$ cat config.mk
export PLATFORM = sky130hd
export DESIGN_NAME = lam_unit
export DESIGN_NICKNAME = d
export VERILOG_FILES = /design/src/rtl/lam_unit_pkg.sv /design/src/rtl/lam_align.sv /design/src/rtl/lam_unit.sv
export SDC_FILE = /design/constraint.sdc
export NUM_CORES = 1
export LEC_CHECK = 0
export ABC_AREA = 0
export CORE_MARGIN = 2
export CORE_UTILIZATION = 51
export DETAILED_ROUTE_END_ITERATION = 8
export PLACE_DENSITY = 0.86
export SLEW_MARGIN = 20
export SYNTH_ARGS = -nofsm -noshare
export SYNTH_HDL_FRONTEND = slang
export SYNTH_SLANG_ARGS = --single-unit
$ cat constraint.sdc
create_clock -name clk -period 17.43 [get_ports clk]
set_clock_uncertainty 0.2 [all_clocks]
set_input_delay 3.486 -clock clk [delete_from_list [all_inputs] [get_ports clk]]
set_output_delay 3.486 -clock clk [all_outputs]
set_load 0.02 [all_outputs]
$ cat src/rtl/lam_unit_pkg.sv
// rtl/lam_unit_pkg.sv - shared load/store command encodings, FSM states and legality helpers
package lam_unit_pkg;

    localparam logic LAM_LOAD  = 1'b0;
    localparam logic LAM_STORE = 1'b1;

    localparam logic [2:0] F3_LB  = 3'b000;
    localparam logic [2:0] F3_LH  = 3'b001;
    localparam logic [2:0] F3_LW  = 3'b010;
    localparam logic [2:0] F3_LBU = 3'b100;
    localparam logic [2:0] F3_LHU = 3'b101;
    localparam logic [2:0] F3_SB  = 3'b000;
    localparam logic [2:0] F3_SH  = 3'b001;
    localparam logic [2:0] F3_SW  = 3'b010;

    localparam logic [1:0] ST_IDLE     = 2'd0;
    localparam logic [1:0] ST_FETCH_RS = 2'd1;
    localparam logic [1:0] ST_REQ      = 2'd2;
    localparam logic [1:0] ST_WB       = 2'd3;

    function automatic logic lam_legal(input logic rw, input logic [2:0] f3);
        logic ok;
        ok = 1'b0;
        if (rw == LAM_STORE) begin
            ok = (f3 == F3_SB) || (f3 == F3_SH) || (f3 == F3_SW);
        end else begin
            ok = (f3 == F3_LB) || (f3 == F3_LH) || (f3 == F3_LW) ||
                 (f3 == F3_LBU) || (f3 == F3_LHU);
        end
        return ok;
    endfunction

    // Size is carried in funct3[1:0]: 00 byte, 01 half, 10 word.
    function automatic logic lam_aligned(input logic [2:0] f3, input logic [1:0] addr_lo);
        logic ok;
        ok = 1'b1;
        if (f3[1:0] == 2'b01) begin
            ok = (addr_lo[0] == 1'b0);
        end else if (f3[1:0] == 2'b10) begin
            ok = (addr_lo == 2'b00);
        end
        return ok;
    endfunction

endpackage

$ cat src/rtl/lam_align.sv
// rtl/lam_align.sv - combinational byte-enable, store lane shift and load extraction
module lam_align
    import lam_unit_pkg::*;
(
    input  logic [2:0]  lam_type_i,
    input  logic [1:0]  addr_lo_i,
    input  logic [31:0] st_data_i,
    input  logic [31:0] rd_word_i,
    output logic [3:0]  be_o,
    output logic [31:0] st_lane_o,
    output logic [31:0] ld_data_o
);

    logic [4:0]  shamt;
    logic [31:0] rd_shift;

    assign shamt     = {addr_lo_i, 3'b000};
    assign st_lane_o = st_data_i << shamt;
    assign rd_shift  = rd_word_i >> shamt;

    always_comb begin
        be_o = 4'hF;
        case (lam_type_i[1:0])
            2'b00:   be_o = 4'b0001 << addr_lo_i;
            2'b01:   be_o = 4'b0011 << addr_lo_i;
            default: be_o = 4'hF;
        endcase
    end

    always_comb begin
        ld_data_o = rd_word_i;
        case (lam_type_i)
            F3_LB:   ld_data_o = {{24{rd_shift[7]}}, rd_shift[7:0]};
            F3_LBU:  ld_data_o = {24'd0, rd_shift[7:0]};
            F3_LH:   ld_data_o = {{16{rd_shift[15]}}, rd_shift[15:0]};
            F3_LHU:  ld_data_o = {16'd0, rd_shift[15:0]};
            default: ld_data_o = rd_word_i;
        endcase
    end

endmodule

$ cat src/rtl/lam_unit.sv
// rtl/lam_unit.sv - load/store execution unit: capture, FSM, timeout and memory/writeback flops
module lam_unit
    import lam_unit_pkg::*;
#(
    parameter int MEM_TIMEOUT = 16
) (
    input  logic        clk,
    input  logic        reset,
    input  logic        lam_new,
    input  logic        lam_rw,
    input  logic [2:0]  lam_type,
    input  logic [4:0]  lam_rs,
    input  logic [4:0]  lam_sel_out,
    input  logic [31:0] addr,
    output logic [4:0]  rf_sel,
    input  logic [31:0] rf_data,
    output logic        mem_req,
    output logic        mem_we,
    output logic [31:0] mem_addr,
    output logic [3:0]  mem_be,
    output logic [31:0] mem_wdata,
    input  logic        mem_ack,
    input  logic [31:0] mem_rdata,
    output logic        wb_en,
    output logic [4:0]  wb_sel,
    output logic [31:0] wb_data,
    output logic        busy,
    output logic        err
);

    localparam int CW = $clog2(MEM_TIMEOUT + 1);
    localparam logic [CW-1:0] CNT_LAST = CW'(MEM_TIMEOUT - 1);

    logic [1:0]    state_q, state_d;
    logic          rw_q, rw_d;
    logic [2:0]    type_q, type_d;
    logic [4:0]    rs_q, rs_d;
    logic [4:0]    sel_q, sel_d;
    logic [31:0]   addr_q, addr_d;
    logic [CW-1:0] cnt_q, cnt_d;
    logic          mem_req_q, mem_req_d;
    logic          mem_we_q, mem_we_d;
    logic [31:0]   mem_addr_q, mem_addr_d;
    logic [3:0]    mem_be_q, mem_be_d;
    logic [31:0]   mem_wdata_q, mem_wdata_d;
    logic          wb_en_q, wb_en_d;
    logic [4:0]    wb_sel_q, wb_sel_d;
    logic [31:0]   wb_data_q, wb_data_d;
    logic          err_q, err_d;

    logic [2:0]  al_type;
    logic [1:0]  al_addr_lo;
    logic [3:0]  al_be;
    logic [31:0] al_lane;
    logic [31:0] al_ld;

    // In IDLE a load launches straight from the decoder fields, so align the live inputs.
    assign al_type    = (state_q == ST_IDLE) ? lam_type  : type_q;
    assign al_addr_lo = (state_q == ST_IDLE) ? addr[1:0] : addr_q[1:0];

    lam_align u_align (
        .lam_type_i (al_type),
        .addr_lo_i  (al_addr_lo),
        .st_data_i  (rf_data),
        .rd_word_i  (mem_rdata),
        .be_o       (al_be),
        .st_lane_o  (al_lane),
        .ld_data_o  (al_ld)
    );

    assign busy      = (state_q != ST_IDLE);
    assign rf_sel    = (state_q == ST_FETCH_RS) ? rs_q : 5'd0;
    assign mem_req   = mem_req_q;
    assign mem_we    = mem_we_q;
    assign mem_addr  = mem_addr_q;
    assign mem_be    = mem_be_q;
    assign mem_wdata = mem_wdata_q;
    assign wb_en     = wb_en_q;
    assign wb_sel    = wb_sel_q;
    assign wb_data   = wb_data_q;
    assign err       = err_q;

    always_comb begin
        state_d     = state_q;
        rw_d        = rw_q;
        type_d      = type_q;
        rs_d        = rs_q;
        sel_d       = sel_q;
        addr_d      = addr_q;
        cnt_d       = cnt_q;
        mem_req_d   = mem_req_q;
        mem_we_d    = mem_we_q;
        mem_addr_d  = mem_addr_q;
        mem_be_d    = mem_be_q;
        mem_wdata_d = mem_wdata_q;
        wb_en_d     = 1'b0;
        wb_sel_d    = wb_sel_q;
        wb_data_d   = wb_data_q;
        err_d       = 1'b0;

        case (state_q)
            ST_IDLE: begin
                if (lam_new) begin
                    rw_d   = lam_rw;
                    type_d = lam_type;
                    rs_d   = lam_rs;
                    sel_d  = lam_sel_out;
                    addr_d = addr;
                    if (!lam_legal(lam_rw, lam_type) || !lam_aligned(lam_type, addr[1:0])) begin
                        err_d = 1'b1;
                    end else if (lam_rw == LAM_STORE) begin
                        state_d = ST_FETCH_RS;
                    end else begin
                        state_d    = ST_REQ;
                        mem_req_d  = 1'b1;
                        mem_we_d   = 1'b0;
                        mem_addr_d = {addr[31:2], 2'b00};
                        mem_be_d   = al_be;
                        cnt_d      = '0;
                    end
                end
            end
            ST_FETCH_RS: begin
                state_d     = ST_REQ;
                mem_req_d   = 1'b1;
                mem_we_d    = 1'b1;
                mem_addr_d  = {addr_q[31:2], 2'b00};
                mem_be_d    = al_be;
                mem_wdata_d = al_lane;
                cnt_d       = '0;
            end
            ST_REQ: begin
                if (mem_ack) begin
                    mem_req_d = 1'b0;
                    if (rw_q == LAM_STORE) begin
                        state_d = ST_IDLE;
                    end else begin
                        state_d   = ST_WB;
                        wb_data_d = al_ld;
                        wb_sel_d  = sel_q;
                        wb_en_d   = (sel_q != 5'd0);
                    end
                end else if (cnt_q == CNT_LAST) begin
                    mem_req_d = 1'b0;
                    err_d     = 1'b1;
                    state_d   = ST_IDLE;
                end else begin
                    cnt_d = cnt_q + 1'b1;
                end
            end
            ST_WB: begin
                state_d = ST_IDLE;
            end
            default: begin
                state_d = ST_IDLE;
            end
        endcase
    end

    always_ff @(posedge clk or posedge reset) begin
        if (reset) begin
            state_q     <= ST_IDLE;
            rw_q        <= 1'b0;
            type_q      <= 3'd0;
            rs_q        <= 5'd0;
            sel_q       <= 5'd0;
            addr_q      <= 32'd0;
            cnt_q       <= '0;
            mem_req_q   <= 1'b0;
            mem_we_q    <= 1'b0;
            mem_addr_q  <= 32'd0;
            mem_be_q    <= 4'd0;
            mem_wdata_q <= 32'd0;
            wb_en_q     <= 1'b0;
            wb_sel_q    <= 5'd0;
            wb_data_q   <= 32'd0;
            err_q       <= 1'b0;
        end else begin
            state_q     <= state_d;
            rw_q        <= rw_d;
            type_q      <= type_d;
            rs_q        <= rs_d;
            sel_q       <= sel_d;
            addr_q      <= addr_d;
            cnt_q       <= cnt_d;
            mem_req_q   <= mem_req_d;
            mem_we_q    <= mem_we_d;
            mem_addr_q  <= mem_addr_d;
            mem_be_q    <= mem_be_d;
            mem_wdata_q <= mem_wdata_d;
            wb_en_q     <= wb_en_d;
            wb_sel_q    <= wb_sel_d;
            wb_data_q   <= wb_data_d;
            err_q       <= err_d;
        end
    end

endmodule

==> results_tabular.tex, run 1 <==
\begin{tabular}{lr}
\hline
Metric & Value \\
\hline
\multicolumn{2}{l}{\textbf{Yosys}} \\
\quad Dominant cell type by area after synthesis & sky130\_fd\_sc\_hd\_\_dfrtp\_1 \\
\quad Area share of the largest cell type after synthesis & 0.5211 \\
\quad Synthesized instance count & between 700 and 800 \\
\quad Summed instance area of the synthesized netlist & 7684 µm² \\
\quad Number of distinct library cell variants in the gate-level netlist after synthesis & 57 \\
\quad Post-synth EDFFs & 0 \\
\quad Number of register bits inferred by synthesis & between 150 and 200 \\
\quad Top cells by area in the synthesized netlist & sky130\_fd\_sc\_hd\_\_dfrtp\_1 (52\%), sky130\_fd\_sc\_hd\_\_mux2\_2 (9.1\%), sky130\_fd\_sc\_hd\_\_nand2\_1 (7.0\%), sky130\_fd\_sc\_hd\_\_a31oi\_1 (3.9\%), sky130\_fd\_sc\_hd\_\_nor2\_1 (3.0\%) \\
\quad Average cell area after synthesis & 9.966 µm² \\
\quad Yosys warning total & 0 \\
\quad Predominant post-synthesis flop cell & sky130\_fd\_sc\_hd\_\_dfrtp\_1 \\
\quad Post-synthesis async set-or-reset flop share & 1.000 \\
\quad Share of synthesized area occupied by flip-flops and latches & 0.5211 \\
\multicolumn{2}{l}{\textbf{Worst setup path}} \\
\quad Element type at the critical path start & register \\
\quad Reg2reg path depth & 5 \\
\quad Ordered cell list for the critical path & inv\_1 -> nor2\_2 -> buf\_4 -> and2\_1 -> clkdlybuf4s50\_1 \\
\quad Combined buffer and inverter count along the critical path & 3 \\
\quad Arrival @ worst endpoint & 2.76 ns \\
\quad Logic depth of the worst setup path including buffers & 5 \\
\quad Critical R2R Capture & wb\_data[25] \\
\quad Crit path kind & reg2out \\
\quad Slowest cell delay on critical path & 0.69 ns \\
\quad Maximum fanout along the worst path & 38 \\
\quad Required @ worst endpoint & 13.74 ns \\
\quad CP Capture Type & output port \\
\quad Kind of cell adding the most delay to the critical path & buffers and inverters \\
\quad CP max-delay cell & sky130\_fd\_sc\_hd\_\_dfrtp\_1 \\
\quad Startpoint of the most critical register-to-register path & state\_q[1] \\
\quad FF-to-FF setup slack & 14.25 ns \\
\multicolumn{2}{l}{\textbf{Floorplanning}} \\
\quad Die height & 126.7 µm \\
\quad Initial standard-cell utilization of the core & 0.5247 \\
\quad Core Region & 14640 µm² \\
\quad IO Count & 229 \\
\quad Die Width & 126.7 µm \\
\quad FP Rows & 44 \\
\quad Total Die Area & 16060 µm² \\
\multicolumn{2}{l}{\textbf{Clock tree}} \\
\quad Number of sinks on the clock net & 160 \\
\quad Clock buffer count from CTS & 17 \\
\quad Number of buffers on the longest clock path & 2 \\
\quad TritonCTS clock tree & done \\
\quad Maximum level of the CTS H-tree & 4 \\
\quad Clock root buffer master & sky130\_fd\_sc\_hd\_\_clkbuf\_16 \\
\quad CTS clock-pin slew for the worst setup and hold paths & 0.07 ns \\
\quad Number of instances resized during post-cts repair & 0 \\
\quad Buffer count from post-CTS setup fixing & 0 \\
\quad Hold buffer count at cts & 0 \\
\quad Latest clock arrival within the worst-skew pair & 0.43 ns \\
\multicolumn{2}{l}{\textbf{Finish}} \\
\quad Layout cell share with drive strength beyond 1 & 0.1324 \\
\quad Post-route cell area & 10590 µm² \\
\quad Final net count & 1085 \\
\quad Layout Area Growth over Synthesis & 37.88\% \\
\quad Number of antenna diodes & 0 \\
\quad Layout filler cell count & 1072 \\
\multicolumn{2}{l}{\textbf{Global routing}} \\
\quad Wire length of the first global-routing pass & 35.29 mm \\
\quad GRT Util Overall & 0.2816 \\
\quad Maximum number of pins on one net before global-route repair & 100 \\
\quad Via count of the first global-routing pass & about 6700 \\
\quad Antenna violations before repair & 0 \\
\quad Total global routing overflow & 0 \\
\multicolumn{2}{l}{\textbf{Timing}} \\
\quad Endpoints failing setup & 0 \\
\quad Final Hold Viols & 0 \\
\quad Post-layout min period & around 6.4 ns \\
\quad RSZ-0062 raised after global routing & no \\
\quad Final period utilization & 0.3696 \\
\quad Transition time at the pin with the least slew margin & $\sim$1.1 ns \\
\quad Upper clock frequency limit & $\sim$160 MHz \\
\quad Max-slew headroom & 0.2952 \\
\quad Setup total negative slack & 0 ns \\
\quad Max-slew violation count & 0 \\
\multicolumn{2}{l}{\textbf{Drt}} \\
\quad Detailed router's first-iteration violation count & between 600 and 700 \\
\quad Detailed-route DRC error count & 0 \\
\quad Highest signal layer in the routed design & met4 \\
\quad Via/cell ratio & 5.775 \\
\quad Detailed Route WL & $\sim$22 mm \\
\quad DRT antenna net count & 0 \\
\quad Via count & 6734 \\
\quad Routed met1 length & 8.979 mm \\
\quad DRT Pass-1 Iters & 5 \\
\quad Average wire per standard cell & roughly 19 µm \\
\quad Total length of routed met2 wires & 10.47 mm \\
\quad Metal3 WL & around 2.1 mm \\
\multicolumn{2}{l}{\textbf{Place}} \\
\quad Global placer's final weighted congestion & 0.8657 \\
\quad Count of input and output buffers & 226 \\
\quad HPWL after detailed placement & 15.25 mm \\
\quad Post-placement cell area & 9958 µm² \\
\multicolumn{2}{l}{\textbf{Hold path}} \\
\quad Worst hold path stage count & 2 \\
\quad Endpoint of the worst hold path & mem\_wdata[29] \\
\quad Worst hold path startpoint & mem\_wdata[29] \\
\quad Class of the tightest hold or removal check & reg2reg \\
\multicolumn{2}{l}{\textbf{Pwr}} \\
\quad Peak supply drop & 103.1 µV \\
\quad Static Leak & 4.404 nW \\
\quad Total power density per cell area & 195.4 nW/µm² \\
\multicolumn{2}{l}{\textbf{Status}} \\
\quad Status & finished clean \\
\multicolumn{2}{l}{\textbf{Job}} \\
\quad Count of maximum capacitance violations & 0 \\
\hline
\end{tabular}
==> cell type report <==
cell class / instances / area, µm² / area share
clock buffer: 17 / 425.4 / 0.04016
clock inverter: 15 / 206.4 / 0.01949
inverter: 9 / 38.79 / 0.003661
multi-input combinational: 548 / 3374 / 0.3185
sequential: 160 / 4004 / 0.3779
tap: 184 / 230.2 / 0.02173
timing repair buffer: 233 / 2315 / 0.2185
==> flip-flops by register name, indices dropped and copies added (netlist names), 2 cells and up <==
signal and flops:
mem_wdata 32, mem_be 4, state_q 2, wb_data 32, addr_q 32, rs_q 5
cnt_q 5, mem_addr 30, sel_q 5, wb_sel 5, type_q 3
==> synth_stat cells (all sizes together) (5+ instances only) <==
cell / instances
mux2: 62
a211o: 5
clkbuf: 25
a31oi: 49
inv: 9
nor3: 8
a22oi: 15
and2: 17
a211oi: 13
o21ai: 48
buf: 30
a22o: 8
nor2: 65
o211ai: 8
mux2i: 10
nand3: 24
a21oi: 26
dfrtp: 160
nand3b: 6
and3: 6
nand2b: 5
nand2: 145
==> worst min-delay path, cell delays in order (launching register included) <==
cell and delay, ns:
sky130_fd_sc_hd__dfrtp_1 0.34, sky130_fd_sc_hd__nand2_1 0.05, sky130_fd_sc_hd__nand2_1 0.06
==> layer usage <==
metal	vias to the layer above	track usage
li1	3113	-
met1	3273	0.3631
met2	298	0.4556
met3	50	0.09152
met4	0	0.08985
met5	-	0
==> metrics by stage <==
step                power (mW)  hold slack [ns]    util  instances  setup WS (ns)
global route             2.191           0.3038  0.7234       1166          10.83
detailed placement       1.661           0.2673  0.6800       1134          11.03
floorplan                1.291           0.2576       -        772          9.424
finish                   2.070           0.2796  0.7234       1166          10.99
global placement         1.634           0.2600  0.6800       1134          11.09
CTS                      2.073           0.2808  0.7232       1166          10.97
==> layout by cell type (no fill, tap or decap), drive strengths merged, types with 6 or more instances in the layout <==
master,synthesis,final
clkdlybuf4s50,0,226
dfrtp,160,160
nand2,145,145
nor2,65,65
mux2,62,62
a31oi,49,49
o21ai,48,48
a21oi,26,26
nand3,24,24
clkbuf,25,17
and2,17,17
a22oi,15,15
inv,9,15
a211oi,13,13
mux2i,10,10
nor3,8,8
a22o,8,8
o211ai,8,8
buf,30,7
and3,6,6
nand3b,6,6
==> cells by family (layout without fill, tap and decap cells) <==
kind of cell | count (synthesis) | after routing | share of synthesized area
simple gates | 290 | 290 | 0.1721
compound gates | 182 | 182 | 0.1563
flops | 160 | 160 | 0.5211
mux | 72 | 72 | 0.1039
buf+inv | 64 | 274 | 0.04282
fa+ha+maj | 2 | 2 | 0.003256
other cells | 1 | 2 | 0.0004881
==> report_power, final <==
part	internal [mW]	switching, mW
registers	0.546	0.111
clock network	0.242	0.160
logic	0.451	0.559
total	1.24	0.831
==> worst max-delay path by stage <==
| stage | startpoint | endpoint | slack (ns) |
|---|---|---|---|
| floorplan | reset | addr_q[0] | 9.42 |
| global placement | addr[1] | mem_be[0] | 11.09 |
| detailed placement | addr[1] | mem_be[0] | 11.03 |
| CTS | state_q[0] | rf_sel[2] | 10.97 |
| global route | state_q[0] | rf_sel[4] | 10.83 |
| finish | state_q[0] | rf_sel[4] | 10.99 |
Power figures use the tool's default switching activity.
==> run 2: changes to the inputs <==
Settings changed: CORE_UTILIZATION 51 to 48, PLACE_DENSITY 0.86 to 0.81.
Clock period 17.43 ns to 6 ns, I/O delays scaled along.
==> results_tabular.tex, run 2 (synthesis gave the netlist of run 1 again) <==
\begin{tabular}{lr}
\hline
Metric & Value \\
\hline
\multicolumn{2}{l}{\textbf{Worst setup path}} \\
\quad Required @ worst endpoint & roughly 4.6 ns \\
\quad CP Capture Type & output port \\
\quad Critical R2R Capture & wb\_data[14] \\
\quad Startpoint of the most critical register-to-register path & state\_q[1] \\
\quad FF-to-FF setup slack & between 2 and 3 ns \\
\quad Crit path kind & reg2out \\
\quad Arrival @ worst endpoint & 2.96 ns \\
\quad Reg2reg path depth & 5 \\
\quad Maximum fanout along the worst path & 20 \\
\quad Element type at the critical path start & register \\
\multicolumn{2}{l}{\textbf{Clock tree}} \\
\quad Buffer count from post-CTS setup fixing & 0 \\
\quad Number of sinks on the clock net & 160 \\
\quad Maximum level of the CTS H-tree & 4 \\
\quad Clock buffer count from CTS & 17 \\
\quad CTS clock-pin slew for the worst setup and hold paths & 0.06 ns \\
\quad Number of buffers on the longest clock path & 2 \\
\quad Number of instances resized during post-cts repair & 0 \\
\quad Latest clock arrival within the worst-skew pair & approximately 0.42 ns \\
\quad TritonCTS clock tree & done \\
\quad Hold buffer count at cts & 0 \\
\quad Clock root buffer master & sky130\_fd\_sc\_hd\_\_clkbuf\_16 \\
\multicolumn{2}{l}{\textbf{Floorplanning}} \\
\quad FP Rows & between 40 and 50 \\
\quad Total Die Area & about 17000 µm² \\
\quad Die Width & 130.5 µm \\
\quad Core Region & 15770 µm² \\
\quad Die height & 130.5 µm \\
\quad IO Count & between 200 and 250 \\
\quad Initial standard-cell utilization of the core & 0.4872 \\
\multicolumn{2}{l}{\textbf{Drt}} \\
\quad Via count & 6653 \\
\quad DRT antenna net count & 0 \\
\quad Detailed router's first-iteration violation count & 623 \\
\quad Via/cell ratio & 5.549 \\
\quad DRT Pass-1 Iters & 5 \\
\quad Detailed Route WL & between 20 and 25 mm \\
\quad Average wire per standard cell & between 15 and 20 µm \\
\quad Detailed-route DRC error count & 0 \\
\multicolumn{2}{l}{\textbf{Global routing}} \\
\quad Via count of the first global-routing pass & 6400 \\
\quad Most crowded layer after global routing & met2 \\
\quad Met2 capacity usage during global routing & 0.3943 \\
\quad GRT Util Overall & 0.2516 \\
\quad Met1 Resource Use GR & 0.3241 \\
\quad Total global routing overflow & 0 \\
\quad Maximum number of pins on one net before global-route repair & 77 \\
\quad Antenna violations before repair & 1 \\
\quad Wire length of the first global-routing pass & 33.00 mm \\
\quad Global-route met3 utilization & 0.08510 \\
\multicolumn{2}{l}{\textbf{Hold path}} \\
\quad Class of the tightest hold or removal check & reg2reg \\
\quad Worst hold path startpoint & wb\_sel[0] \\
\quad Worst hold path stage count & 2 \\
\quad Endpoint of the worst hold path & wb\_sel[0] \\
\multicolumn{2}{l}{\textbf{Timing}} \\
\quad RSZ-0062 raised after global routing & no \\
\quad Endpoints failing setup & 0 \\
\quad Max-slew violation count & 0 \\
\quad Transition time at the pin with the least slew margin & 1.067 ns \\
\quad Upper clock frequency limit & 229.4 MHz \\
\quad Max-slew headroom & 0.2868 \\
\quad Post-layout min period & 4.360 ns \\
\quad Final period utilization & 0.7267 \\
\quad Setup total negative slack & 0 ns \\
\quad Final Hold Viols & 0 \\
\multicolumn{2}{l}{\textbf{Finish}} \\
\quad Area of combinational cells with multiple inputs & 3376 µm² \\
\quad Number of antenna diodes & 0 \\
\quad Final net count & approximately 1100 \\
\quad Layout Area Growth over Synthesis & 38.17\% \\
\quad Layout filler cell count & 1233 \\
\quad Leading cell type in the layout, fill and taps excluded & sky130\_fd\_sc\_hd\_\_clkdlybuf4s50\_1 \\
\quad Leading cell types in the layout, fill and taps excluded & sky130\_fd\_sc\_hd\_\_clkdlybuf4s50\_1 (226), sky130\_fd\_sc\_hd\_\_dfrtp\_1 (160), sky130\_fd\_sc\_hd\_\_nand2\_1 (144) \\
\quad Layout cell share with drive strength beyond 1 & 0.1302 \\
\quad Sequential cell area & 4004 µm² \\
\multicolumn{2}{l}{\textbf{Pwr}} \\
\quad Total design power & 5.937 mW \\
\quad Peak supply drop & 259.1 µV \\
\quad Total power density per cell area & 559.2 nW/µm² \\
\quad Static Leak & 4.379 nW \\
\multicolumn{2}{l}{\textbf{Status}} \\
\quad Status & finished clean \\
\multicolumn{2}{l}{\textbf{Place}} \\
\quad HPWL after detailed placement & about 15 mm \\
\quad Global placer's final weighted congestion & 0.8652 \\
\quad Count of input and output buffers & about 230 \\
\multicolumn{2}{l}{\textbf{Job}} \\
\quad Count of maximum capacitance violations & 0 \\
\hline
\end{tabular}
-- run 2: cell type report --
type | instances | area share
clock buffer | 21 | 0.04243
tap | 216 | 0.02546
multi-input combinational | 548 | 0.3180
sequential | 160 | 0.3771
timing repair buffer | 234 | 0.2187
clock inverter | 11 | 0.01461
inverter | 9 | 0.003654
-- run 2: metal layers --
layer  up-vias  part of all wire
met3        46             0.095
met5         -           0.00047
met2       260              0.47
li1       3112                 -
met1      3233              0.41
met4         2             0.024
-- run 2: how the worst max path moves through the flow --
| stage | startpoint | end | slack (ns) | depth (start not counted) |
|---|---|---|---|---|
| floorplan | reset | addr_q[0] | 0.28 | 1 |
| CTS | state_q[0] | rf_sel[4] | 1.65 | 4 |
| global route | state_q[0] | rf_sel[4] | 1.47 | 4 |
| detailed placement | lam_type[0] | mem_addr[18] | 1.87 | 7 |
| global placement | addr[0] | mem_addr[4] | 1.98 | 7 |
| finish | state_q[0] | rf_sel[4] | 1.64 | 4 |
-- run 2: critical path, cell delays in order (launching register included) --
cell                              delay, ns
sky130_fd_sc_hd__dfrtp_1               0.69
sky130_fd_sc_hd__inv_1                 0.27
sky130_fd_sc_hd__nor2_2                0.72
sky130_fd_sc_hd__and2_1                0.24
sky130_fd_sc_hd__clkdlybuf4s50_1       0.60
-- run 2: power by group --
group | internal (mW) | switching (mW) | total, mW
registers | 1.59 | 0.313 | 1.90
clock network | 0.670 | 0.445 | 1.12
logic | 1.31 | 1.61 | 2.92
-- run 2: metrics by stage --
step | util | cells | hold WS, ns | instance area, µm² | setup WS, ns
after floorplan | - | 772 | 0.2576 | 7687 | 0.2801
after detailed placement | 0.6345 | 1167 | 0.2622 | 10010 | 1.873
final | 0.6732 | 1199 | 0.2763 | 10620 | 1.640
after global routing | 0.6732 | 1199 | 0.3136 | 10620 | 1.471
after CTS | 0.6729 | 1199 | 0.2828 | 10610 | 1.652
after global placement | 0.6345 | 1167 | 0.2596 | 10010 | 1.982
==> run 3: changes to the inputs <==
Settings changed: CORE_UTILIZATION 48 to 43, PLACE_DENSITY 0.81 to 0.77.
Clock period 6 ns to 3.9 ns, I/O delays scaled along.
==> results_tabular.tex, run 3 (synthesis gave the netlist of run 1 again) <==
\begin{tabular}{lr}
\hline
Metric & Value \\
\hline
\multicolumn{2}{l}{\textbf{Pwr}} \\
\quad Total power density per cell area & 849.0 nW/µm² \\
\quad Peak supply drop & 434.3 µV \\
\quad Static Leak & roughly 4.4 nW \\
\quad Total design power & 9.081 mW \\
\multicolumn{2}{l}{\textbf{Worst setup path}} \\
\quad FF-to-FF setup slack & 1.14 ns \\
\quad Element type at the critical path start & register \\
\quad Kind of cell adding the most delay to the critical path & buffers and inverters \\
\quad Logic depth of the worst setup path including buffers & 4 \\
\quad Arrival @ worst endpoint & 2.48 ns \\
\quad Crit path kind & reg2out \\
\quad Combined buffer and inverter count along the critical path & 2 \\
\quad CP Capture Type & output port \\
\quad CP max-delay cell & sky130\_fd\_sc\_hd\_\_dfrtp\_1 \\
\quad Required @ worst endpoint & 2.92 ns \\
\quad Slowest cell delay on critical path & about 0.69 ns \\
\quad Reg2reg path depth & 6 \\
\quad Critical path launch point & state\_q[0] \\
\quad Maximum fanout along the worst path & 14 \\
\quad Ordered cell list for the critical path & inv\_1 -> nor2\_4 -> and2\_1 -> clkdlybuf4s50\_1 \\
\quad Startpoint of the most critical register-to-register path & state\_q[1] \\
\quad Critical R2R Capture & wb\_data[30] \\
\quad Endpoint of the most critical setup path & rf\_sel[4] \\
\multicolumn{2}{l}{\textbf{Clock tree}} \\
\quad TritonCTS clock tree & done \\
\quad Number of sinks on the clock net & between 150 and 200 \\
\quad Clock buffer count from CTS & 17 \\
\quad Hold buffer count at cts & 0 \\
\quad Buffer count from post-CTS setup fixing & 0 \\
\quad Latest clock arrival within the worst-skew pair & 0.42 ns \\
\quad Number of buffers on the longest clock path & 2 \\
\quad Number of instances resized during post-cts repair & 0 \\
\quad Clock root buffer master & sky130\_fd\_sc\_hd\_\_clkbuf\_16 \\
\quad CTS clock-pin slew for the worst setup and hold paths & about 0.06 ns \\
\quad Maximum level of the CTS H-tree & 4 \\
\multicolumn{2}{l}{\textbf{Drt}} \\
\quad Detailed Route WL & 21.67 mm \\
\quad Via count & 6662 \\
\quad Via/cell ratio & 5.479 \\
\quad DRT antenna net count & 0 \\
\quad Detailed router's first-iteration violation count & about 500 \\
\quad DRT Pass-1 Iters & 4 \\
\quad Detailed-route DRC error count & 0 \\
\quad Average wire per standard cell & 17.82 µm \\
\multicolumn{2}{l}{\textbf{Global routing}} \\
\quad Wire length of the first global-routing pass & 34.15 mm \\
\quad GRT Util Overall & 0.2337 \\
\quad Antenna violations before repair & 2 \\
\quad Total global routing overflow & 0 \\
\quad Via count of the first global-routing pass & about 6500 \\
\quad Maximum number of pins on one net before global-route repair & 105 \\
\multicolumn{2}{l}{\textbf{Place}} \\
\quad Pre-CTS setup slack & $\sim$0.5 ns \\
\quad Count of input and output buffers & between 200 and 250 \\
\quad Placed Instances & 1183 \\
\quad HPWL after detailed placement & 15.43 mm \\
\quad Global placer's final weighted congestion & 0.8606 \\
\multicolumn{2}{l}{\textbf{Timing}} \\
\quad Setup total negative slack & 0 ns \\
\quad Endpoints failing setup & 0 \\
\quad Upper clock frequency limit & $\sim$290 MHz \\
\quad Max-slew headroom & 0.3340 \\
\quad Hold WS & between 0.2 and 0.3 ns \\
\quad Final period utilization & 0.8872 \\
\quad Post-layout min period & 3.460 ns \\
\quad Final Hold Viols & 0 \\
\quad Worst setup slack after layout & 0.4399 ns \\
\quad RSZ-0062 raised after global routing & no \\
\quad Max-slew violation count & 0 \\
\quad Transition time at the pin with the least slew margin & 0.9989 ns \\
\multicolumn{2}{l}{\textbf{Finish}} \\
\quad Layout cell share with drive strength beyond 1 & 0.1384 \\
\quad Final net count & between 1000 and 1500 \\
\quad Layout Area Growth over Synthesis & 39.20\% \\
\quad Layout filler cell count & 1464 \\
\quad Leading cell type in the layout, fill and taps excluded & sky130\_fd\_sc\_hd\_\_clkdlybuf4s50\_1 \\
\quad Leading cell types in the layout, fill and taps excluded & sky130\_fd\_sc\_hd\_\_clkdlybuf4s50\_1 (226), sky130\_fd\_sc\_hd\_\_dfrtp\_1 (160), sky130\_fd\_sc\_hd\_\_nand2\_1 (144) \\
\quad Count of non-filler cells in the finished layout & approximately 1200 \\
\multicolumn{2}{l}{\textbf{Status}} \\
\quad Status & finished clean \\
\multicolumn{2}{l}{\textbf{Floorplanning}} \\
\quad Die Width & 137.7 µm \\
\quad Core Region & 17360 µm² \\
\quad Initial standard-cell utilization of the core & 0.4427 \\
\quad FP Rows & between 40 and 50 \\
\quad Total Die Area & 18950 µm² \\
\quad IO Count & 229 \\
\quad Die height & $\sim$140 µm \\
\multicolumn{2}{l}{\textbf{Hold path}} \\
\quad Class of the tightest hold or removal check & reg2reg \\
\multicolumn{2}{l}{\textbf{Job}} \\
\quad Count of maximum capacitance violations & 0 \\
\hline
\end{tabular}
run 3: worst min-delay path by stage:
stage,cells after the start,end,start
6_report,2,wb_sel[4],wb_sel[4]
3_3_place_gp,2,mem_wdata[13],mem_wdata[13]
2_1_floorplan,2,wb_sel[2],sel_q[2]
3_5_place_dp,2,mem_wdata[27],mem_wdata[27]
5_1_grt,2,wb_sel[4],wb_sel[4]
4_1_cts,2,wb_sel[4],wb_sel[4]
run 3: layout make-up:
type / count / area [µm²] / area share
Tap cell: 225 / 281.5 / 0.02632
Clock inverter: 14 / 130.1 / 0.01217
Antenna cell: 1 / 2.502 / 0.0002340
Multi-Input combinational cell: 548 / 3376 / 0.3156
Inverter: 9 / 37.54 / 0.003510
Timing Repair Buffer: 241 / 2425 / 0.2267
Sequential cell: 160 / 4004 / 0.3744
Clock buffer: 18 / 439.2 / 0.04106
run 3: through the flow:
stage / util / instance area (µm²)
finish: 0.6162 / 10700
detailed placement: 0.5833 / 10120
floorplan: - / 7691
CTS: 0.6161 / 10690
global placement: 0.5833 / 10120
global route: 0.6161 / 10690
run 3: routing by layer:
metal  up-vias  part of all wire  track usage
met1      3192              0.41       0.2968
met4         2             0.033      0.09507
met2       277              0.47       0.3659
li1       3131                 -            -
met5         -           0.00046            0
met3        60             0.092      0.07947
run 3: worst reg2reg max path: cells and delay by family, from the launching register on:
| family | cells | cell delay [ns] |
|---|---|---|
| compound gates | 3 | 1.12 |
| simple gates | 2 | 0.66 |
| buf+inv | 1 | 0.24 |
| flops | 1 | 0.45 |
run 3: power by group:
group | internal (mW) | total, mW | switching, mW
Clock | 0.904 | 1.61 | 0.705
Combinational | 2.07 | 4.56 | 2.49
Sequential | 2.44 | 2.91 | 0.471
